File: src/rtl/mux4_arb_pkg.sv
// Shared types and helpers for the 4-way mux arbiter.
// Select codes follow the mux wiring: owner index = {s2,s1}.
package mux4_arb_pkg;

  typedef enum logic {
    IDLE,
    GRANT
  } state_t;

  localparam logic [1:0] SEL_A = 2'd0;
  localparam logic [1:0] SEL_B = 2'd1;
  localparam logic [1:0] SEL_C = 2'd2;
  localparam logic [1:0] SEL_D = 2'd3;

  function automatic logic [3:0] onehot4(input logic [1:0] idx);
    onehot4 = 4'b0001 << idx;
  endfunction

endpackage

File: src/rtl/rr_pick4.sv
// Combinational round-robin picker over four requests.
// Searches ptr, ptr+1, ptr+2, ptr+3 (mod 4); first set bit wins.
module rr_pick4 (
  input  logic [3:0] req,
  input  logic [1:0] ptr,
  output logic       found,
  output logic [1:0] idx
);

  logic [1:0] k;

  // Walk from the farthest slot back so the nearest hit lands last.
  always_comb begin
    found = 1'b0;
    idx   = ptr;
    k     = ptr;
    for (int i = 3; i >= 0; i--) begin
      k = ptr + 2'(i);
      if (req[k]) begin
        found = 1'b1;
        idx   = k;
      end
    end
  end

endmodule

File: src/rtl/mux4_arbiter.sv
// Round-robin arbiter and sequencer for the shared 4x1 mux.
// Drives the mux selects and captures the selected output.
import mux4_arb_pkg::*;

module mux4_arbiter #(
  parameter int MAX_HOLD = 4,
  parameter int CW       = 4
) (
  input  logic       clk,
  input  logic       rst_n,
  input  logic [3:0] req,
  output logic [3:0] gnt,
  output logic       s1,
  output logic       s2,
  input  logic [3:0] e,
  output logic       busy,
  output logic [3:0] dout,
  output logic       dout_vld,
  output logic [1:0] dout_src
);

  localparam logic [CW-1:0] LAST = CW'(MAX_HOLD - 1);

  state_t          state;
  logic [1:0]      owner;
  logic [1:0]      ptr;
  logic [CW-1:0]   cnt;
  logic [1:0]      pick_ptr;
  logic [1:0]      win;
  logic            found;
  logic            rearb;

  assign rearb = !req[owner] || (cnt == LAST);

  // Searching from owner+1 leaves the old owner as the last resort.
  assign pick_ptr = (state == GRANT) ? owner + 2'd1 : ptr;

  assign busy = |gnt;

  rr_pick4 u_pick (
    .req   (req),
    .ptr   (pick_ptr),
    .found (found),
    .idx   (win)
  );

  always_ff @(posedge clk or negedge rst_n) begin
    if (!rst_n) begin
      state    <= IDLE;
      owner    <= SEL_A;
      ptr      <= SEL_A;
      cnt      <= '0;
      gnt      <= '0;
      s1       <= 1'b0;
      s2       <= 1'b0;
      dout     <= '0;
      dout_vld <= 1'b0;
      dout_src <= '0;
    end else begin
      unique case (state)
        IDLE: begin
          if (found) begin
            owner    <= win;
            gnt      <= onehot4(win);
            {s2, s1} <= win;
            cnt      <= '0;
            state    <= GRANT;
          end
        end
        GRANT: begin
          if (rearb) begin
            ptr <= owner + 2'd1;
            if (found) begin
              owner    <= win;
              gnt      <= onehot4(win);
              {s2, s1} <= win;
              cnt      <= '0;
            end else begin
              gnt   <= '0;
              state <= IDLE;
            end
          end else begin
            cnt <= cnt + 1'b1;
          end
        end
        default: state <= IDLE;
      endcase

      if (busy) begin
        dout     <= e;
        dout_src <= {s2, s1};
        dout_vld <= 1'b1;
      end else begin
        dout_vld <= 1'b0;
      end
    end
  end

endmodule

File: config.mk
export PLATFORM = sky130hd
export DESIGN_NAME = mux4_arbiter
export DESIGN_NICKNAME = d
export VERILOG_FILES = /design/src/rtl/mux4_arb_pkg.sv /design/src/rtl/rr_pick4.sv /design/src/rtl/mux4_arbiter.sv
export SDC_FILE = /design/constraint.sdc
export NUM_CORES = 1
export LEC_CHECK = 0
export BUFFER_PORTS_ARGS = -buffer_cell sky130_fd_sc_hd__buf_4
export CAP_MARGIN = 20
export CORE_ASPECT_RATIO = 0.8
export CORE_MARGIN = 1
export CORE_UTILIZATION = 25
export CTS_BUF_LIST = sky130_fd_sc_hd__clkbuf_16
export DETAILED_ROUTE_END_ITERATION = 10
export PLACE_DENSITY = 0.51
export SLEW_MARGIN = 0
export SYNTH_ARGS = -nofsm -noshare
export SYNTH_HDL_FRONTEND = slang
export SYNTH_SLANG_ARGS = --single-unit
File: constraint.sdc
create_clock -name clk -period 2.1 [get_ports clk]
set_input_delay 0.63 -clock clk [delete_from_list [all_inputs] [get_ports clk]]
set_output_delay 0.63 -clock clk [all_outputs]
set_load 0.01 [all_outputs]
== After elaboration in Yosys (flattened, before gate mapping) ==
Index checks and enable logic that the tools add are counted.

* Flip-flop bits (word level): 22
* Bits in latches: 0
* Bits in writable memories: 0
* Bits in read-only memories: 0
* Input bits: 10
* Output and inout bits: 14
* Word-level logic and storage cells: 69
* Memories kept: 0

* Add/sub/neg operators: 5
* Multiply operators: 0
* Divide/modulo/power cells: 0
* Order comparisons: 5
* Equal/unequal tests: 3
* Shift-type cells: 1
* Mux-type cells: 39
* Bitwise logic cells: 1
* Reduce and logical (&&, ||, !) cells: 5

{| class="wikitable"
|+ Operators by type and width
! operator !! number
|-
| $mux 4 || 5
|-
| $mux 1 || 16
|-
| $pmux 4 s2 || 2
|-
| $lt 2x3->1 const B || 5
|-
| $mux 2 || 7
|-
| $bmux 1 s2 || 5
|-
| $pmux 1 s2 || 3
|-
| $add 2x1->2 const B || 2
|-
| $add 2x2->2 const B || 2
|-
| $add 4x1->4 const B || 1
|-
| $eq 4x2->1 const B || 1
|-
| $pmux 2 s2 || 1
|-
| $reduce_and 2->1 || 2
|-
| $reduce_or 4->1 || 1
|-
| $shl 1x2->4 const A || 1
|-
| $ne 2x1->1 const B || 1
|-
| $ne 2x2->1 const B || 1
|-
| $logic_not 1->1 || 1
|-
| $logic_or 1x1->1 || 1
|-
| $not 1->1 || 1
|}

== Longest topological paths before layout ==
* Word-level depth: 13
* Mapped depth: 6

== Cells and area by module ==
A second synthesis with hierarchy kept.

* Cells, all modules: 87
* Area total of the unflattened synthesis: 1043.5 µm²

{| class="wikitable"
|+ By module, submodules not included
! module !! instances !! cells each !! area an instance (µm²) !! seq. area each (µm²)
|-
| mux4_arbiter || 1 || 71 || 943.4 || 500.5
|-
| rr_pick4 || 1 || 16 || 100.1 || 0.0
|}

== Worst setup path before layout ==
OpenSTA, ideal clock, no wires.

* Kind: input-to-reg
* Start point: in req[2]
* End point: reg ptr[1]
* Library setup time: 125 ps
* Arrival: 1888 ps
* Required time: 1975 ps
* Slack: 87 ps
* Stages: 4
* Buffers on the path: 1
* Cell sequence: buf_2 -> mux4_2 -> a21boi_0 -> mux2_2

* Longest elaborated chain between the ends: 5

{| class="wikitable"
|+ RTL lines
! element !! line !! source
|-
| start, declared || mux4_arbiter.sv:11 || <nowiki>input logic [3:0] req,</nowiki>
|-
| $bmux 1 s2 || mux4_arbiter.sv:33 || <nowiki>assign rearb = !req[owner] || (cnt == LAST);</nowiki>
|-
| $mux 1 (implied by the code) || mux4_arbiter.sv:33 ||
|-
| $logic_not 1->1 || mux4_arbiter.sv:33 ||
|-
| $logic_or 1x1->1 || mux4_arbiter.sv:33 ||
|-
| $reduce_and 2->1 (no line) || n/a ||
|-
| end signal, assigned || mux4_arbiter.sv:72 || <nowiki>ptr <= owner + 2'd1;</nowiki>
|-
| end, declared || mux4_arbiter.sv:26 || <nowiki>logic [1:0] ptr;</nowiki>
|}

No other way between the ends. The select of a mux whose other input is x is not followed.
A chain may end at the register's enable or synchronous reset.

== Final worst setup path ==
* Start point: reg owner[0]
* End point: reg ptr[1]

* Longest elaborated chain between the ends: 5
* Elaborated cells between the ends (all ways): 6
* Classes of those cells: add/sub: 1; mux: 2; reduce/logical: 3

{| class="wikitable"
|+ RTL lines
! element !! line !! source
|-
| start, declared || mux4_arbiter.sv:25 || <nowiki>logic [1:0] owner;</nowiki>
|-
| start signal, assigned || mux4_arbiter.sv:63 || <nowiki>owner <= win;</nowiki>
|-
| start signal, assigned || mux4_arbiter.sv:74 || <nowiki>owner <= win;</nowiki>
|-
| $bmux 1 s2 || mux4_arbiter.sv:33 ||
|-
| $mux 1 (implied by the code) || mux4_arbiter.sv:33 ||
|-
| $logic_not 1->1 || mux4_arbiter.sv:33 ||
|-
| $logic_or 1x1->1 || mux4_arbiter.sv:33 ||
|-
| $reduce_and 2->1 (no line) || n/a ||
|}

Parallel ways exist; a longest one is shown, timed or not. The select of a mux whose other input is x is not followed.

==> run summary <==
status: finished clean
largest area contributor in the netlist: dfrtp_1
height of the chip: 59.1 um
CTS tree: yes
most frequent cells after synthesis: dfrtp_1 (20), o21ai_0 (9), mux2_2 (7), nand2_1 (7), inv_1 (6)
# H-tree levels: 1
slew margin rel.: 77.2%
Setup crit end kind: flip-flop
most used flip-flop cell after synthesis: dfrtp_1
Worst-Margin Slew: 0.332 ns
CP Class: reg -> reg
global-route wire length before repair: 3630 um
setup tns final: 0 ns
Leak: 0.636 nW
Peak supply drop: 0.712 mV
met3 routed WL: 95 um
Die Span X: 73.3 um
minimum clock period: 1.87 ns
final core utilization: 36.2%
Antenna Nets Post-Route: 0
f_max: 534 MHz
Pre-antenna DRT Iters: 6
DR top layer: met3
CTS Hold Bufs: 0
Post-CTS Resized: 0
I/O pins: 24
Mapped Cells: 91
post-synth cell types: 36
top cell type's share of synthesized area: 49.2%
Die Footprint: 4330 um2
CTS max path bufs: 2
Synth area leaders: dfrtp_1 (49%), mux2_2 (7.7%), o21ai_0 (4.4%)
# DRC: 0
M1 WL: 1140 um
Seq/Total Area, Yosys: 49.2%
clk_lat worst skew: 0.25 ns
#FFs+latches synth: 20
Mapped Avg Cell Area: 11.2 um2
Hold Fails Final Rpt: 0
row cnt: 20
placer congestion estimate: 0.841
Post-synth ARST share: 100%
top-count cell post-synth: dfrtp_1
total gr overflow: 0
share of layout cells above drive strength 1: 39.3%
routed wl met2: 933 um
CTS buffer count: 3
CTS root buf: clkbuf_16
drt wl/cell: 12.2 um
Design Area, Final: 1400 um2
largest net degree at the start of global routing: 21
fin. max-slew vios: 0
dpl cell area: 1290 um2
Worst EP required: 2.24 ns
vias in the first global route: 763
Post-Syn Nets: 102
RSZ-0062 raised after global routing: false
Mapped Area: 1020 um2
Critical Path Source Type: flip-flop
Place WS: 0.0845 ns
global-route usage over all layers: 11.2%
CP max FO: 9
CTS Sinks: 20
Hold Crit Class: in -> async
Final nets: 134
Max-cap violations: 0
hold_ws: 0.245 ns
initial antenna violation count: 0
initial core utilization: 26.4%
vias per cell: 4.51
Post-Route WL: 2170 um
Post-synth EDFFs: 0
clock skew: 0.00290 ns
Worst EP arrival: 2.01 ns
# diodes: 0
Ys Warns: 0
pwr dens: 1570 nW/um2
Initial DRC Count: 26
Core ar.: 3850 um2
# setup viols final: 0
detailed placement HPWL: 1710 um
period utilization: 89.2%
clock edge transition at the registers on the reported setup and hold paths: 0.06 ns
# Post-CTS Setup Buffers: 0
Layout area overhead: 37.1%
vias: 799
IO Port Bufs: 23
Final Worst Setup Slack: 0.227 ns
[per-stage QoR]
step	total power [mW]	cells
floorplan	1.27	91
global placement	1.66	173
detailed placement	1.69	173
CTS	2.22	177
global route	2.35	177
finish	2.19	177
[per-layer routing]
| metal | track usage, % | vias to the layer above |
|---|---|---|
| met5 | 0 | - |
| met4 | 2.47 | 0 |
| met3 | 3.57 | 0 |
| met2 | 16.5 | 15 |
| met1 | 16.1 | 386 |
| li1 | - | 398 |
[power breakdown]
group / leakage [nW] / switching, mW / internal (mW)
clock network: 0.0511 / 0.143 / 0.378
logic: 0.340 / 0.447 / 0.532
registers: 0.244 / 0.144 / 0.546
[cells by family after synthesis]
logic type	share of synthesized area, %
compound gates	18.2
xor+xnor	0.861
fa+ha+maj	1.23
buf+inv	4.30
flops	49.2
mux	11.9
simple gates	14.3
[area by class of cell]
| class | instances | area (um2) |
|---|---|---|
| Tap cell | 55 | 68.8 |
| Clock inverter | 1 | 30.0 |
| Multi-Input combinational cell | 62 | 473 |
| Inverter | 6 | 22.5 |
| Fill cell | 393 | 2460 |
| Timing Repair Buffer | 30 | 225 |
| Sequential cell | 20 | 500 |
| Clock buffer | 3 | 75.1 |
[critical path, cell delays in order, from the launching register on]
cell and delay (ns):
dfrtp_1 0.54, mux4_2 0.58, a21boi_0 0.28, mux2_2 0.37
[flip-flops by register name, summed over array words and instances (netlist names)]
| register | flops |
|---|---|
| owner | 2 |
| gnt | 4 |
| state | 1 |
| dout | 4 |
| dout_src | 2 |
| dout_vld | 1 |
| ptr | 2 |
| cnt | 4 |
[cell usage in the layout, fill, tap and decap left out, types with 2 or more instances in the layout]
cell type	count
o211ai_1	2
a311o_1	2
nand2b_1	4
clkbuf_16	3
inv_1	6
a21oi_1	2
dfrtp_1	20
buf_4	30
nand3_1	2
nor2_1	2
mux2i_1	2
mux2_2	7
o21ai_0	9
nand2_1	7
a22o_1	2
[worst paths after layout]
kind / startpoint / to / slack, ns / depth (start not counted)
setup / recovery: owner[0] / ptr[1] / 0.23 / 3
setup reg to reg: owner[0] / ptr[1] / 0.23 / 3
max in group asynchronous: rst_n / gnt[1] / 1.64 / 1
hold / removal: rst_n / dout_vld / 0.24 / 1
hold reg to reg: cnt[3] / cnt[3] / 0.48 / 1
min in group clk: cnt[3] / cnt[3] / 0.48 / 1
No activity file was read; power rests on OpenSTA's default activity.
